--- config.mk ---
export PLATFORM = sky130hd
export DESIGN_NAME = lcd_spi_tx
export DESIGN_NICKNAME = d
export VERILOG_FILES = /design/src/rtl/lcd_spi_pkg.sv /design/src/rtl/lcd_spi_sck_div.sv /design/src/rtl/lcd_spi_tx.sv
export SDC_FILE = /design/constraint.sdc
export NUM_CORES = 1
export LEC_CHECK = 0
export BUFFER_PORTS_ARGS = -buffer_cell sky130_fd_sc_hd__buf_2
export CORE_ASPECT_RATIO = 1.2
export CORE_MARGIN = 10
export CORE_UTILIZATION = 52
export CTS_CLUSTER_SIZE = 8
export DETAILED_ROUTE_END_ITERATION = 16
export GPL_ROUTABILITY_DRIVEN = 0
export PLACE_DENSITY = 0.87
export SYNTH_ARGS = -nofsm -noshare
export SYNTH_HDL_FRONTEND = slang
export SYNTH_HIERARCHICAL = 1
export SYNTH_SLANG_ARGS = --single-unit
--- constraint.sdc ---
create_clock -name CLKI -period 2.07 [get_ports CLKI]
set_clock_uncertainty 0.05 [all_clocks]
set_input_delay 0 -clock CLKI [delete_from_list [all_inputs] [get_ports CLKI]]
set_output_delay 0 -clock CLKI [all_outputs]
set_load 0.1 [all_outputs]
--- src/rtl/lcd_spi_pkg.sv ---
// lcd_spi_pkg: shared FSM state type and default geometry for the LCD serial port
package lcd_spi_pkg;
  localparam int LCD_SPI_CLK_DIV = 2;
  localparam int LCD_SPI_DATA_W = 8;
  typedef enum logic [1:0] {IDLE, SETUP, HIGH, HOLD} spi_state_t;
endpackage

--- src/rtl/lcd_spi_sck_div.sv ---
// lcd_spi_sck_div: phase counter for one SCK half-period with terminal-count flag
module lcd_spi_sck_div #(
  parameter int CLK_DIV = 2
) (
  input  logic clk,
  input  logic rst,
  input  logic clr,
  output logic [$clog2(CLK_DIV+1)-1:0] cnt,
  output logic phase_end
);
  localparam int CW = $clog2(CLK_DIV + 1);
  assign phase_end = cnt == CW'(CLK_DIV - 1);
  // Counts 0..CLK_DIV-1 and restarts on every phase change; held at 0 while idle
  always_ff @(posedge clk or posedge rst)
    if (rst) cnt <= '0;
    else cnt <= (clr || phase_end) ? '0 : cnt + CW'(1);
endmodule

--- src/rtl/lcd_spi_tx.sv ---
// lcd_spi_tx: SPI mode-0 byte transmitter for the LCD panel with burst chip-select
module lcd_spi_tx
  import lcd_spi_pkg::*;
#(
  parameter int CLK_DIV = LCD_SPI_CLK_DIV,
  parameter int DATA_W = LCD_SPI_DATA_W
) (
  input  logic CLKI,
  input  logic RST,
  input  logic [DATA_W-1:0] TX_DATA,
  input  logic TX_DC,
  input  logic TX_VALID,
  output logic TX_READY,
  output logic SCK,
  output logic MOSI,
  output logic CS_N,
  output logic DC,
  output logic BUSY
);
  localparam int CW = $clog2(CLK_DIV + 1);
  localparam int BW = $clog2(DATA_W);
  spi_state_t state, nstate;
  logic [CW-1:0] cnt, ncnt;
  logic phase_end, accept, last_bit, ready_d;
  logic [DATA_W-1:0] sh;
  logic [BW-1:0] bit_cnt;
  logic sck_q, mosi_q, cs_n_q, dc_q, ready_q;
  assign accept = TX_VALID && ready_q;
  assign last_bit = bit_cnt == BW'(DATA_W - 1);
  assign TX_READY = ready_q;
  assign SCK = sck_q;
  assign MOSI = mosi_q;
  assign CS_N = cs_n_q;
  assign DC = dc_q;
  assign BUSY = ~cs_n_q;
  lcd_spi_sck_div #(.CLK_DIV(CLK_DIV)) u_div (
    .clk(CLKI),
    .rst(RST),
    .clr(state == IDLE),
    .cnt(cnt),
    .phase_end(phase_end)
  );
  // State register
  always_ff @(posedge CLKI or posedge RST)
    if (RST) state <= IDLE;
    else state <= nstate;
  // Next state; ready is precomputed so it is high exactly in IDLE and the last HOLD cycle
  always_comb begin
    nstate = state;
    case (state)
      IDLE:    nstate = accept ? SETUP : IDLE;
      SETUP:   nstate = phase_end ? HIGH : SETUP;
      HIGH:    nstate = !phase_end ? HIGH : last_bit ? HOLD : SETUP;
      HOLD:    nstate = !phase_end ? HOLD : accept ? SETUP : IDLE;
      default: nstate = IDLE;
    endcase
    ncnt = (state == IDLE || phase_end) ? '0 : cnt + CW'(1);
    ready_d = nstate == IDLE || (nstate == HOLD && ncnt == CW'(CLK_DIV - 1));
  end
  // Shift register and registered serial outputs, updated at phase boundaries
  always_ff @(posedge CLKI or posedge RST)
    if (RST) begin
      ready_q <= 1'b0;
      sck_q <= 1'b0;
      mosi_q <= 1'b0;
      cs_n_q <= 1'b1;
      dc_q <= 1'b0;
      sh <= '0;
      bit_cnt <= '0;
    end else begin
      ready_q <= ready_d;
      if (accept) begin
        sh <= TX_DATA;
        mosi_q <= TX_DATA[DATA_W-1];
        dc_q <= TX_DC;
        cs_n_q <= 1'b0;
        bit_cnt <= '0;
      end else if (phase_end && state == SETUP) sck_q <= 1'b1;
      else if (phase_end && state == HIGH) begin
        sck_q <= 1'b0;
        if (!last_bit) begin
          sh <= sh << 1;
          mosi_q <= sh[DATA_W-2];
          bit_cnt <= bit_cnt + BW'(1);
        end
      end else if (phase_end && state == HOLD) begin
        cs_n_q <= 1'b1;
        mosi_q <= 1'b0;
      end
    end
endmodule

== After elaboration in Yosys (flattened, before gate mapping) ==
Index checks and enable logic that the tools add are counted.
Operators by class
  bitwise logic cells: 2
  reductions and logical operators: 17
  add/sub/neg operators: 2
  equal/unequal tests: 11
  multiplexer cells: 26
Operators by type and width (count)
  2-to-1 mux 7 bit: 4
  2-to-1 mux 1 bit: 12
  2-to-1 mux 3 bit: 4
  2-to-1 mux 2 bit: 5
  AND reduction 3 bit: 3
  one-hot mux 2 bit (4 select lines): 1
  == test 2 x 1 -> 1 bit, second input constant: 3
  == test 2 bit, second input constant: 3
  != test 2 bit, second input constant: 3
  nonzero test 2 bit: 3
  logical AND 1 bit: 5
  logical NOT 2 bit: 2
  adder 3 x 1 -> 3 bit, second input constant: 1
  == test 3 bit, second input constant: 1
  != test 3 bit, second input constant: 1
  nonzero test 3 bit: 1
  adder 2 x 1 -> 2 bit, second input constant: 1
  logical OR 1 bit: 2
  inverter 1 bit: 2
  AND reduction 2 bit: 1
Storage, ports and cells
  output and inout bits: 6
  bits in registers: 19
  input port bits: 12

== Depth between registers and ports, before layout ==
  depth in word-level cells: 7
  depth in mapped cells: 7

== Cells and area by module ==
Netlist, hierarchy kept.
Modules (own cells, without submodules)
  lcd_spi_tx: area each 835.8 um^2, instances 1, cells an instance 85
  lcd_spi_sck_div: area each 80.1 um^2, instances 1, cells an instance 7

== Worst setup path before layout ==
OpenSTA, ideal clock, no wires.
  path kind: reg-to-reg
  start point: register ready_q, in the netlist TX_READY
  end point: register sck_q, in the netlist SCK
  buffers on the path: 0
  arrival time: 1.636 ns
  cell stages (with the launch flop): 4
  library setup time: 0.079 ns
  path slack: 0.304 ns
  cells stage by stage: dfrtp_1 -> nand2_1 -> a31oi_1 -> a2bb2oi_1
On the way
  word-level cells in the longest chain between the ends: 3
RTL lines
  start: declaration: RTL line lcd_spi_tx.sv:27  | logic sck_q, mosi_q, cs_n_q, dc_q, ready_q;
  start signal: assignment: RTL line lcd_spi_tx.sv:71  | ready_q <= ready_d;
  logical AND 1 bit: RTL line lcd_spi_tx.sv:28  | assign accept = TX_VALID && ready_q;
  inverter 1 bit (no source line)
  AND reduction 2 bit (no source line)
  end signal: assignment: RTL line lcd_spi_tx.sv:64  | sck_q <= 1'b0;
  end signal: assignment: RTL line lcd_spi_tx.sv:78  | end else if (phase_end && state == SETUP) sck_q <= 1'b1;
  end signal: assignment: RTL line lcd_spi_tx.sv:80  | sck_q <= 1'b0;
  end: declaration: RTL line lcd_spi_tx.sv:27
No other way between the ends.
A chain may end at the register's enable or synchronous reset.

== Final worst setup path ==
  start point: register bit_cnt[0]
  end point: register sh[4]
On the way
  word-level cells in the longest chain between the ends: 3
RTL lines
  start: declaration: RTL line lcd_spi_tx.sv:26  | logic [BW-1:0] bit_cnt;
  start signal: assignment: RTL line lcd_spi_tx.sv:84  | bit_cnt <= bit_cnt + BW'(1);
  == test 3 bit: RTL line lcd_spi_tx.sv:29  | assign last_bit = bit_cnt == BW'(DATA_W - 1);
  != test 2 bit (no source line)
  AND reduction 3 bit (no source line)
  end signal: assignment: RTL line lcd_spi_tx.sv:82  | sh <= sh << 1;
  end: declaration: RTL line lcd_spi_tx.sv:25  | logic [DATA_W-1:0] sh;
No other way between the ends.

==> impl_metrics.csv <==
group,metric,value,unit
power_and_ir_drop,clockPowerShare,10.7,%
timing,finalSetupViolCount,0,
clock_tree,cts_buffer_depth,2,
timing,min_period,1.792,ns
final_layout,final_area,1107,µm²
routing,routedWlPerCell,14.32,µm
synthesis,yosysWarnings,6,
power_and_ir_drop,p_int,0.8818,mW
power_and_ir_drop,combPwrFrac,52.0,%
final_layout,utilization,66.64,%
status,status,"complete, no violations",
clock_tree,cts_tree,"built",
placement,port_buffers,17,
final_layout,finalNonFillerCells,136,
grt,grt_usage,10.45,%
flow_run,maxCapViolations,0,
critical_path,critPathMaxFanout,11,
critical_path,crit_arrival,1.91,ns
hold_path,hp-class,"primary input to async pin",
clock_tree,cts_setup_buffers,0,
grt,grt_max_degree,19,
final_layout,areaGrowthSynthToFinish,20.90,%
placement,dp_cells,122,
grt,gr-total-overflow,0,
synthesis,synth.avg_cell_area,9.955,µm²
grt,antenna_found_initial,0,
timing,finalMaxSlewViolations,0,
synthesis,syn_nets,107,
clock_tree,cts_inserted_buffers,3,
power_and_ir_drop,swShare,51.09,%
synthesis,yosysUniqueCellTypes,23,
timing,hold_ws,0.03547,ns
synthesis,synth_seq_area_share,52.05,%
synthesis,synth_area_leaders,"dfrtp_1, mux2i_1, nand2_1",
grt,grt_pass1_wl,3243,µm
synthesis,postSynthCellCount,92,
final_layout,seq_area,476.7,µm²
critical_path,worstPathRequired,2.19,ns
timing,hold_viol,0,
clock_tree,path_clk_slew,0.11,ns
floorplanning,num_rows,16,
floorplanning,io_pins,18,
grt,grt_pass1_vias,757,
synthesis,yosysTopAreaCell,"dfrtp_1",
final_layout,nNetsFinal,134,
synthesis,synth_top_area_share,49.18,%
clock_tree,cts_hold_buf,10,
clock_tree,cts_root_buf,"clkbuf_4",
routing,firstDrtPassIters,7,
floorplanning,fp.dieArea,3847,µm²
critical_path,crit_type,"register to register",
power_and_ir_drop,p_switching,0.9211,mW
clock_tree,cts_sinks,19,
floorplanning,die_height,65.98,µm
routing,ant_nets,0,
synthesis,synth-seq-cells,19,
power_and_ir_drop,cellLeakagePower,0.5216,nW
timing,slew_headroom,56.52,%
floorplanning,die_w,58.31,µm
clock_tree,clk-insertion-delay-late,0.30,ns
timing,tightest_slew,0.6515,ns
routing,drtIter0Drc,16,
synthesis,syn-cell-area,915.9,µm²
power_and_ir_drop,pwr-share-seq,37.3,%
routing,num_vias,732,
timing,tns,0,ns
critical_path,start_kind,"register",
power_and_ir_drop,ir_drop,0.9948,mV
critical_path,cp-end-kind,"register",
routing,via_per_inst,5.382,
final_layout,layout-drive-gt1-share,20.34,%
floorplanning,core,1662,µm²
placement,dp_hpwl,1323,µm
final_layout,multi_input_area,369.1,µm²
timing,rsz0062_at_grt,"false",
final_layout,antennaDiodeCount,0,
floorplanning,initial_core_util,55.12,%
clock_tree,post_cts_resized,0,
routing,drt_wl_total,1948,µm
clock_tree,htreeDepth,1,
routing,drc,0,
final_layout,nFillCells,140,
timing,finalCritPeriodShare,86.59,%
timing,fmax,0.5579,GHz
power_and_ir_drop,power.density,1628,nW/µm²
placement,place_area,979.7,µm²
==> metrics by stage <==
step | worst slack, ns | power, mW
finish | 0.2775 | 1.803
global route | 0.1490 | 1.925
CTS | 0.2643 | 1.816
detailed placement | 0.2831 | 1.613
global placement | 0.3285 | 1.576
floorplan | 0.3043 | 1.489
==> critical path, cell delays in order, from the launching register on <==
cell and delay, ns:
dfrtp_1 0.41, ha_1 0.20, ha_1 0.18, and4bb_2 0.50
mux2i_1 0.23, o21ai_0 0.09
==> cell usage in the layout, fill, tap and decap left out, types with 2 or more instances in the layout <==
cell type	Yosys	final
a21oi_1	3	3
a31oi_1	2	2
buf_2	4	17
clkbuf_4	0	3
dfrtp_1	18	18
dlygate4sd3_1	0	10
ha_1	3	3
inv_1	5	5
mux2i_1	8	8
nand2_1	16	16
nand3_1	3	3
nor2_1	7	7
nor3_1	3	3
o21ai_0	5	5
o21ai_1	5	5
==> logic make-up (layout without fill, tap and decap cells) <==
family                   after synthesis  count (layout)  synth area share (%)
multiplexers                           8               8                 8.744
AND/OR/NAND/NOR                       33              33                 16.26
AO/OA/AOI/OAI                         17              17                 10.24
XOR/XNOR                               1               1                0.9565
adder cells (fa/ha/maj)                3               3                 4.099
flip-flops                            19              19                 52.05
buffers and inverters                 11              37                 7.651
==> path summary, 6_finish.rpt <==
check / startpoint / end / slack (ns) / depth (start not counted)
worst min register to register: u_div/cnt[0]$_DFF_PP0_ / u_div/cnt[0]$_DFF_PP0_ / 0.43 / 1
worst min-delay path: RST / u_div/cnt[0]$_DFF_PP0_ / 0.04 / 3
worst max-delay path: bit_cnt[0]$_DFFE_PP0P_ / sh[4]$_DFFE_PP0P_ / 0.28 / 5
worst max register to register: bit_cnt[0]$_DFFE_PP0P_ / sh[4]$_DFFE_PP0P_ / 0.28 / 5
max in group asynchronous: RST / sh[4]$_DFFE_PP0P_ / 1.28 / 3
min in group CLKI: TX_VALID / state[0]$_DFF_PP0_ / 0.06 / 4
==> synthesized netlist by cell type <==
cell / number
a21oi_1: 3
a2bb2oi_1: 1
a31oi_1: 2
and2_1: 1
and4bb_2: 1
buf_12: 1
buf_2: 4
buf_6: 1
dfrtp_1: 18
dfstp_2: 1
ha_1: 3
inv_1: 5
mux2i_1: 8
nand2_1: 16
nand3_1: 3
nand3b_1: 1
nor2_1: 7
nor2b_1: 1
nor3_1: 3
o21a_1: 1
o21ai_0: 5
o21ai_1: 5
xnor2_1: 1
==> state kept, by name, indices dropped and copies added (netlist names) <==
name	flops
sh	7
bit_cnt	3
state	2
u_div/cnt	2
CS_N	1
DC	1
MOSI	1
SCK	1
TX_READY	1
==> final cells by class <==
type / instances / area share, %
multi-input combinational: 62 / 33.33
clock buffer: 3 / 2.034
tap: 18 / 2.034
timing repair buffer: 28 / 17.40
clock inverter: 1 / 0.4520
sequential: 19 / 43.05
inverter: 5 / 1.695
==> power groups by stage <==
| stage | clock network, mW | logic [mW] | registers [mW] |
|---|---|---|---|
| after floorplan | 0 | 0.527 | 0.961 |
| after global placement | 0 | 0.904 | 0.671 |
| after detailed placement | 0 | 0.931 | 0.683 |
| after CTS | 0.195 | 0.949 | 0.672 |
| after global routing | 0.207 | 1.02 | 0.697 |
| final | 0.192 | 0.938 | 0.673 |
==> metal layers <==
metal	GRT usage, %	vias up	share of wire (%)
met2	18.88	23	51
met4	4.412	0	1.9
met3	3.269	4	6.4
li1	-	363	-
met1	10.66	342	40
met5	0	-	0
Note: power is estimated with default switching activity, not from simulation.
